**config.mk**
```make
export PLATFORM = sky130hd
export DESIGN_NAME = gdp_score_engine
export DESIGN_NICKNAME = d
export VERILOG_FILES = /design/src/rtl/gdp_pkg.sv /design/src/rtl/gdp_term.sv /design/src/rtl/gdp_score_engine.sv
export SDC_FILE = /design/constraint.sdc
export NUM_CORES = 2
export LEC_CHECK = 0
export CORE_MARGIN = 1.5
export CORE_UTILIZATION = 33
export DETAILED_ROUTE_END_ITERATION = 7
export HOLD_SLACK_MARGIN = 0.15
export PLACE_DENSITY = 0.5
export RECOVER_POWER = 100
export REMOVE_ABC_BUFFERS = 1
export SYNTH_ARGS = -nofsm -noshare
export SYNTH_HDL_FRONTEND = slang
export SYNTH_SLANG_ARGS = --single-unit
```
**constraint.sdc**
```tcl
create_clock -name clk -period 36.5 [get_ports clk]
set_input_delay 10.95 -clock clk [delete_from_list [all_inputs] [get_ports clk]]
set_output_delay 10.95 -clock clk [all_outputs]
set_load 0.005 [all_outputs]
```
**src/rtl/gdp_pkg.sv**
```systemverilog
// Shared types and helpers for the Gaussian-distance scoring engine family.
// Holds the engine state enum, the default fixed-point format and the saturation helper.
package gdp_pkg;

   localparam int W_DEFAULT    = 16;
   localparam int FRAC_DEFAULT = 8;

   typedef logic signed [W_DEFAULT-1:0] num_t;

   typedef enum logic [1:0] {
      ST_IDLE  = 2'd0,
      ST_RUN   = 2'd1,
      ST_FLUSH = 2'd2
   } state_t;

   // Clamp a wide signed value into the range of a w-bit signed number.
   function automatic logic signed [127:0] sat_w(input logic signed [127:0] v, input int w);
      logic signed [127:0] hi;
      logic signed [127:0] lo;
      hi = (128'sd1 <<< (w - 1)) - 128'sd1;
      lo = -(128'sd1 <<< (w - 1));
      if (v > hi) return hi;
      if (v < lo) return lo;
      return v;
   endfunction

endpackage

```
**src/rtl/gdp_term.sv**
```systemverilog
// Combinational weighted squared-distance term for one component:
// term = ((x - mean)^2 * omega) >> (2*FRAC), all intermediate widths lossless.
module gdp_term
   import gdp_pkg::*;
#(
   parameter int W    = W_DEFAULT,
   parameter int FRAC = FRAC_DEFAULT
) (
   input  logic [W-1:0]   x,
   input  logic [W-1:0]   mean,
   input  logic [W-1:0]   omega,
   output logic [3*W+1:0] term
);

   logic signed [W:0] d;
   logic [W:0]        d_mag;
   logic [2*W+1:0]    sq;
   logic [3*W+1:0]    prod;

   assign d     = $signed({x[W-1], x}) - $signed({mean[W-1], mean});
   // Squaring the magnitude keeps the multiply unsigned.
   assign d_mag = d[W] ? $unsigned(-d) : $unsigned(d);
   assign sq    = (2*W+2)'(d_mag) * (2*W+2)'(d_mag);
   assign prod  = (3*W+2)'(sq) * (3*W+2)'(omega);
   assign term  = prod >> (2*FRAC);

endmodule

```
**src/rtl/gdp_score_engine.sv**
```systemverilog
// Senone scoring engine: latches an observation, streams per-component stats, emits one
// saturated score per senone. Define GDP_BEST_TRACK_EN to add best_score/best_index outputs.
module gdp_score_engine
   import gdp_pkg::*;
#(
   parameter int N_COMP    = 25,
   parameter int N_SENONES = 256,
   parameter int W         = 16,
   parameter int FRAC      = FRAC_DEFAULT,
   localparam int CW       = (N_COMP > 1) ? $clog2(N_COMP) : 1,
   localparam int SW       = (N_SENONES > 1) ? $clog2(N_SENONES) : 1
) (
   input  logic              clk,
   input  logic              reset,
   input  logic [N_COMP*W-1:0] x_flat,
   input  logic              x_valid,
   output logic              x_ready,
   input  logic              stat_valid,
   output logic              stat_ready,
   input  logic [W-1:0]      stat_mean,
   input  logic [W-1:0]      stat_omega,
   input  logic [W-1:0]      stat_k,
   output logic [CW-1:0]     comp_index,
   output logic [SW-1:0]     senone_index,
   output logic [W-1:0]      score,
   output logic [SW-1:0]     score_index,
   output logic              score_valid,
   input  logic              score_ready,
   output logic              busy,
   output logic              frame_done
`ifdef GDP_BEST_TRACK_EN
   ,
   output logic [W-1:0]      best_score,
   output logic [SW-1:0]     best_index
`endif
);

   localparam int TERM_W = 3*W + 2;
   localparam int ACC_W  = TERM_W + CW;
   localparam int DIFF_W = ACC_W + 2;

   state_t state_reg, state_next;

   logic [W-1:0]      x_in [N_COMP];
   logic [W-1:0]      x_reg [N_COMP];
   logic [W-1:0]      x_cur;
   logic [CW-1:0]     comp_reg;
   logic [SW-1:0]     senone_reg;
   logic [ACC_W-1:0]  acc_reg;
   logic [W-1:0]      k_reg;
   logic [W-1:0]      score_reg;
   logic [SW-1:0]     score_index_reg;
   logic              score_valid_reg;
   logic              frame_done_reg;

   logic [TERM_W-1:0]        term;
   logic [ACC_W-1:0]         acc_sum;
   logic [W-1:0]             k_eff;
   logic signed [DIFF_W-1:0] diff;
   logic [W-1:0]             score_next;
   logic first_comp, last_comp, last_senone;
   logic x_fire, stat_fire, score_fire;

   for (genvar gi = 0; gi < N_COMP; gi++) begin : g_x_slice
      assign x_in[gi] = x_flat[gi*W +: W];
   end

   assign x_cur = x_reg[comp_reg];

   gdp_term #(.W(W), .FRAC(FRAC)) u_term (
      .x     (x_cur),
      .mean  (stat_mean),
      .omega (stat_omega),
      .term  (term)
   );

   assign first_comp  = (comp_reg == '0);
   assign last_comp   = (comp_reg == CW'(N_COMP - 1));
   assign last_senone = (senone_reg == SW'(N_SENONES - 1));

   assign x_fire     = x_valid && x_ready;
   assign stat_fire  = stat_valid && stat_ready;
   assign score_fire = score_valid_reg && score_ready;

   // Component 0 restarts the sum and supplies k, so a single-component senone still works.
   assign acc_sum    = (first_comp ? '0 : acc_reg) + ACC_W'(term);
   assign k_eff      = first_comp ? stat_k : k_reg;
   assign diff       = DIFF_W'($signed(k_eff)) - $signed({2'b00, acc_sum});
   assign score_next = W'(sat_w(128'(diff), W));

   always_ff @(posedge clk) begin
      if (reset) state_reg <= ST_IDLE;
      else       state_reg <= state_next;
   end

   always_comb begin
      state_next = state_reg;
      case (state_reg)
         ST_IDLE:  if (x_fire) state_next = ST_RUN;
         ST_RUN:   if (stat_fire && last_comp && last_senone) state_next = ST_FLUSH;
         ST_FLUSH: if (score_fire) state_next = ST_IDLE;
         default:  state_next = ST_IDLE;
      endcase
   end

   always_comb begin
      x_ready    = (state_reg == ST_IDLE);
      busy       = (state_reg != ST_IDLE);
      // A pending score that is not being taken this cycle blocks the next result.
      stat_ready = (state_reg == ST_RUN) && !(score_valid_reg && !score_ready);
   end

   always_ff @(posedge clk) begin
      if (x_fire) x_reg <= x_in;
   end

   always_ff @(posedge clk) begin
      if (reset) begin
         comp_reg        <= '0;
         senone_reg      <= '0;
         acc_reg         <= '0;
         k_reg           <= '0;
         score_reg       <= '0;
         score_index_reg <= '0;
         score_valid_reg <= 1'b0;
         frame_done_reg  <= 1'b0;
      end else begin
         frame_done_reg <= (state_reg == ST_FLUSH) && score_fire;
         if (score_fire) score_valid_reg <= 1'b0;
         if (x_fire) begin
            comp_reg   <= '0;
            senone_reg <= '0;
            acc_reg    <= '0;
         end
         if (stat_fire) begin
            acc_reg <= acc_sum;
            if (first_comp) k_reg <= stat_k;
            if (last_comp) begin
               comp_reg        <= '0;
               senone_reg      <= last_senone ? '0 : senone_reg + 1'b1;
               score_reg       <= score_next;
               score_index_reg <= senone_reg;
               score_valid_reg <= 1'b1;
            end else begin
               comp_reg <= comp_reg + 1'b1;
            end
         end
      end
   end

   assign comp_index   = comp_reg;
   assign senone_index = senone_reg;
   assign score        = score_reg;
   assign score_index  = score_index_reg;
   assign score_valid  = score_valid_reg;
   assign frame_done   = frame_done_reg;

`ifdef GDP_BEST_TRACK_EN
   logic signed [W-1:0] best_score_reg;
   logic [SW-1:0]       best_index_reg;

   // Strict compare while scanning upward keeps the lower index on ties.
   always_ff @(posedge clk) begin
      if (reset || x_fire) begin
         best_score_reg <= {1'b1, {(W-1){1'b0}}};
         best_index_reg <= '0;
      end else if (stat_fire && last_comp && ($signed(score_next) > best_score_reg)) begin
         best_score_reg <= score_next;
         best_index_reg <= senone_reg;
      end
   end

   assign best_score = best_score_reg;
   assign best_index = best_index_reg;
`endif

endmodule

```
# After elaboration in Yosys (flattened, before gate mapping)

Index checks and enable logic that the tools add are counted.

Input bits: 453
Flip-flop bits (word level): 512
Logic and storage cells: 98
Output and inout port bits: 42

Add/sub/neg operators: 6
Mux-type cells: 29
Order comparisons: 3
Reductions and logical operators: 16
$mul: 2
Bitwise operators: 1
Equal/unequal tests: 7

Operators by type and width:

| operator             | count |
|---|---|
| $mux 55              | 3 |
| $mux 16              | 7 |
| $bmux 16 s5          | 1 |
| $gt 57x16->1 const B | 1 |
| $lt 57x16->1 const B | 1 |
| $sub 16x56->57       | 1 |
| $add 55x34->55       | 1 |
| $mul 34x16->50       | 1 |
| $mul 17x17->34       | 1 |
| $mux 8               | 4 |
| $mux 17              | 1 |
| $neg 17->17          | 1 |
| $sub 16x16->17       | 1 |
| $mux 5               | 3 |
| $add 8x1->8 const B  | 1 |
| $eq 8x8->1 const B   | 1 |
| $logic_and 1x1->1    | 8 |
| $ge 6x6->1 const B   | 1 |
| $mux 1               | 6 |
| $mux 2               | 3 |
| $not 5->6            | 1 |
| $pmux 2 s3           | 1 |
| $add 5x1->5 const B  | 1 |
| $eq 5x5->1 const B   | 1 |
| other kinds (10)     | 13 |

# Logic depth before layout (Yosys ltp)

Depth in word-level cells: 16
Gate-level depth with buffers: 108

# Modules after synthesis

A second synthesis with hierarchy kept.

Cell total of the unflattened synthesis: 5389
Area, all modules: 53679.0 µm²

Modules (own cells, without submodules):

| module           | area each (µm²) | times used | cells each |
|---|---|---|---|
| gdp_score_engine | 27610.2         | 1          | 2331 |
| gdp_term         | 26068.8         | 1          | 3058 |

# Least setup slack after synthesis

Ideal clock, no wire load.

Path type: input to register
Start point: input stat_mean[0]
End point: register score_reg[10] (netlist: score[10])
Cell stages on the path: 89
Data required time: 36.361 ns
Buffers on the path: 5
Setup slack: 5.280 ns
Arrival time: 31.081 ns
Cell sequence: ha_1 > inv_1 > fa_1 > a21o_1 > a21oi_1 > o21ai_0 > a21oi_1 > o21ai_0 > a21oi_1 > o21bai_1 > a21oi_1 > o21ai_0 > a211oi_1 > or2_2 > clkbuf_1 > o21ai_0 > xnor2_1 > inv_1 > [53 not listed] > xnor2_1 > nand2_1 > ha_1 > clkdlybuf4s50_2 > nor2_1 > nor2_1 > nor2_1 > a2111oi_0 > nand4_1 > nor3_1 > nand3_1 > nor4_1 > nand4_1 > nor3_1 > nand4_1 > o21ai_1 > buf_6 > a311oi_2

Longest elaborated chain between the ends: 12
Elaborated cells between the ends (all ways): 15
Classes of those cells: 4 x add/sub; 2 x mul; 2 x order compare; 7 x mux

Ends and longest elaborated chain:

| element              | line                    | source |
|---|---|---|
| from (decl)          | gdp_score_engine.sv:20  | `input logic [W-1:0] stat_mean,` |
| $sub 16x16->17 *     | gdp_term.sv:20          | `assign d = $signed({x[W-1], x}) - $signed({mean[W-1], mean});` |
| $neg 17->17          | gdp_term.sv:22          | `assign d_mag = d[W] ? $unsigned(-d) : $unsigned(d);` |
| $mux 17 *            | gdp_term.sv:22          |  |
| $mul 17x17->34 *     | gdp_term.sv:23          | `assign sq = (2*W+2)'(d_mag) * (2*W+2)'(d_mag);` |
| $mul 34x16->50 *     | gdp_term.sv:24          | `assign prod = (3*W+2)'(sq) * (3*W+2)'(omega);` |
| $add 55x34->55 *     | gdp_score_engine.sv:86  | `assign acc_sum = (first_comp ? '0 : acc_reg) + ACC_W'(term);` |
| $sub 16x56->57 *     | gdp_score_engine.sv:88  | `assign diff = DIFF_W'($signed(k_eff)) - $signed({2'b00, acc_sum});` |
| $lt 57x16->1         | gdp_pkg.sv:23           | `if (v < lo) return lo;` |
| $mux 1 (2 in a row)  | gdp_pkg.sv:23           |  |
| $mux 16              | gdp_pkg.sv:24           | `return v;` |
| $mux 16 *            | gdp_pkg.sv:23           |  |
| to (signal assigned) | gdp_score_engine.sv:141 | `score_reg <= score_next;` |
| to (decl)            | gdp_score_engine.sv:51  | `logic [W-1:0] score_reg;` |

Every way passes the cells marked *; elsewhere a longest branch is shown, timed or not. The select of a mux whose other input is x is not followed.
A chain may end at the register's enable or synchronous reset.

# Worst setup path after layout

Start point: input stat_mean[0]
End point: register score_reg[5] (netlist: score[5])

Same word-level chain as after synthesis.

==> impl_metrics.toml <==
[clocking]
cts_num_sinks = 512
cts_max_path_buffers = 3
hold_buffers = 0
root_buffer = "clkbuf_16"
cts_buffers = 52
cts_tree = "done"
h-tree-depth = 2
ctsResizeCount = 0
clkLatencyLatePin_ps = 630
clk_pin_slew_ps = 70
cts_setup_buffers = 0

[synth]
avgSynthCellArea_um2 = 10.3
synth_edf_count = 400
ys.warnings.count = 0
syn_area_um2 = 50600
yosys-top-cells-count = "inv_1 (731), nand2_1 (633), fa_1 (623), edfxtp_1 (400), ha_1 (330)"
synth_area_leaders = "fa_1 (25%), edfxtp_1 (24%), ha_1 (8.2%)"
synth_seq_cells = 512
synth.top_cell.area_share_pct = 24.6
synth_flop_cell = "edfxtp_1"
seq_area_frac_synth_pct = 28.2
syn_inst = 4935
synthDistinctLibCells = 104
async_flop_share_pct = 0
yosysTopAreaCell = "fa_1"
synth_most_common_cell = "inv_1"

[critical_path]
critPathSlowestCell = "o41ai_1"
critPathLaunchType = "primary input"
required_ps = 36970
critPathCaptureType = "flop"
crit_path_start = "stat_mean[0]"
cpMostUsedCell = "fa_1"
path_delay_family = "compound AO/OA/AOI/OAI gates"
crit_fanout = 11
critPathArrivalTime_ps = 35250
critPathMaxStageDelay_ps = 740
worstReg2RegStart = "comp_index[0]"
path_class = "in2reg"
path_buf_inv = 10

[worst_hold_path]
hold_class = "reg2reg"
hold_path.startpoint = "k_reg[8]"

[cells_and_area]
final_nets = 6764
largest_reg_flops = 400
syn_to_final_growth_pct = 17.8
drive_gt1_share_pct = 6.26
filler_cell_count = 15185

[sta]
timing.final.crit_period_ps = 34780
fmax_ghz = 0.0288
finClkSkew_ps = 38.3
relSlewSlack_pct = -203
period_share_pct = 95.3
tightest_slew_ps = 4550
totalNegativeSetupSlack_ps = 0
finalHoldViolCount = 0
finalMaxSlewViolations = 680
setup-violations-final = 0
hold_ws_ps = 455
rsz0062_at_grt = "false"

[floorplan]
initial_utilization_pct = 33.3
rows = 143
core-area_um2 = 152000
die_area_um2 = 156000
die_w_um = 395
io_pins = 495
chipHeight_um = 395

[route]
wire_per_inst_um = 21.5
vias = 37462
first_iter_violations = 2313
wl_um = 160000
antenna_left = 0
vias_per_cell = 5.02
route.detailed.drc = 0
firstDrtPassIters = 5

[flow_run]
drv_cap = 12

[status]
violations = "max-capacitance violations, max-slew violations"
status = "finished with violations"

[global_routing]
grt_pass1_wl_um = 244000
grt_overflow_total = 0
grt_max_degree = 86
grt_usage_pct = 20.5
antenna_found_initial = 112
grt_pass1_vias = 38978

[placement]
place_congestion = 0.888
hpwl_um = 126000
io_buffers = 494
==> path summary, 6_finish.rpt <==
| check | depth (start not counted) | slack [ps] | to |
|---|---|---|---|
| min | 2 | 450 | k_reg[8] |
| min reg2reg | 2 | 450 | k_reg[8] |
| max | 82 | 1720 | score[5] |
| max reg2reg | 81 | 8110 | score[5] |
==> cell type report <==
class / count / area, um2 / share of cell area (%)
Multi-Input combinational cell: 3481 / 32700 / 54.8
Sequential cell: 512 / 14300 / 23.9
Timing Repair Buffer: 576 / 5500 / 9.22
Inverter: 735 / 2760 / 4.63
Tap cell: 2030 / 2540 / 4.26
Clock buffer: 61 / 1360 / 2.27
Clock inverter: 34 / 412 / 0.690
Antenna cell: 40 / 100 / 0.168
==> worst min-delay path, cell delays in order (launching register included) <==
cell     delay (ps)
dfxtp_1         310
nand2_1          50
a21oi_1          50
==> per-layer routing <==
layer	up-vias	global-route usage, %	part of all wire, %	wire [um]
met3	294	4.38	6.1	9840
met2	1004	35.6	49	78900
met5	-	0	0.31	492
met4	80	3.65	2.1	3430
met1	18802	26.3	42	67600
li1	17282	-	-	-
==> metrics by stage <==
step	cells	setup WS (ps)	utilization, %	instance area, um2
finish	7469	1720	39.2	59600
global route	7446	49.0	39.2	59600
CTS	7429	1690	39.2	59600
detailed placement	7334	1120	38.1	57900
global placement	7334	1700	38.1	57900
floorplan	4728	5230	-	49700
==> cells in the final DEF, fill, tap and decap left out, drive strengths merged, types with 63 or more instances in the layout <==
cell / n
a21oi: 184
and2: 201
buf: 72
clkbuf: 74
dfxtp: 112
dlygate4sd3: 439
edfxtp: 400
fa: 623
ha: 330
inv: 735
mux4: 112
nand2: 633
nand3: 91
nor2: 307
nor3: 63
o21ai: 121
xnor2: 121
==> logic make-up after synthesis <==
logic type               Yosys count  synth area share, %
adder cells (fa/ha/maj)          953                 32.8
flip-flops                       512                 28.2
AO/OA/AOI/OAI                    642                 8.44
XOR/XNOR                         174                 3.01
multiplexers                     152                 5.81
AND/OR/NAND/NOR                 1549                 14.5
other                              2               0.0148
buffers and inverters            951                 7.32
Power is left out: the tool's default activity adds up to more than one toggle a clock period on the data nets, which glitch-free logic cannot reach.
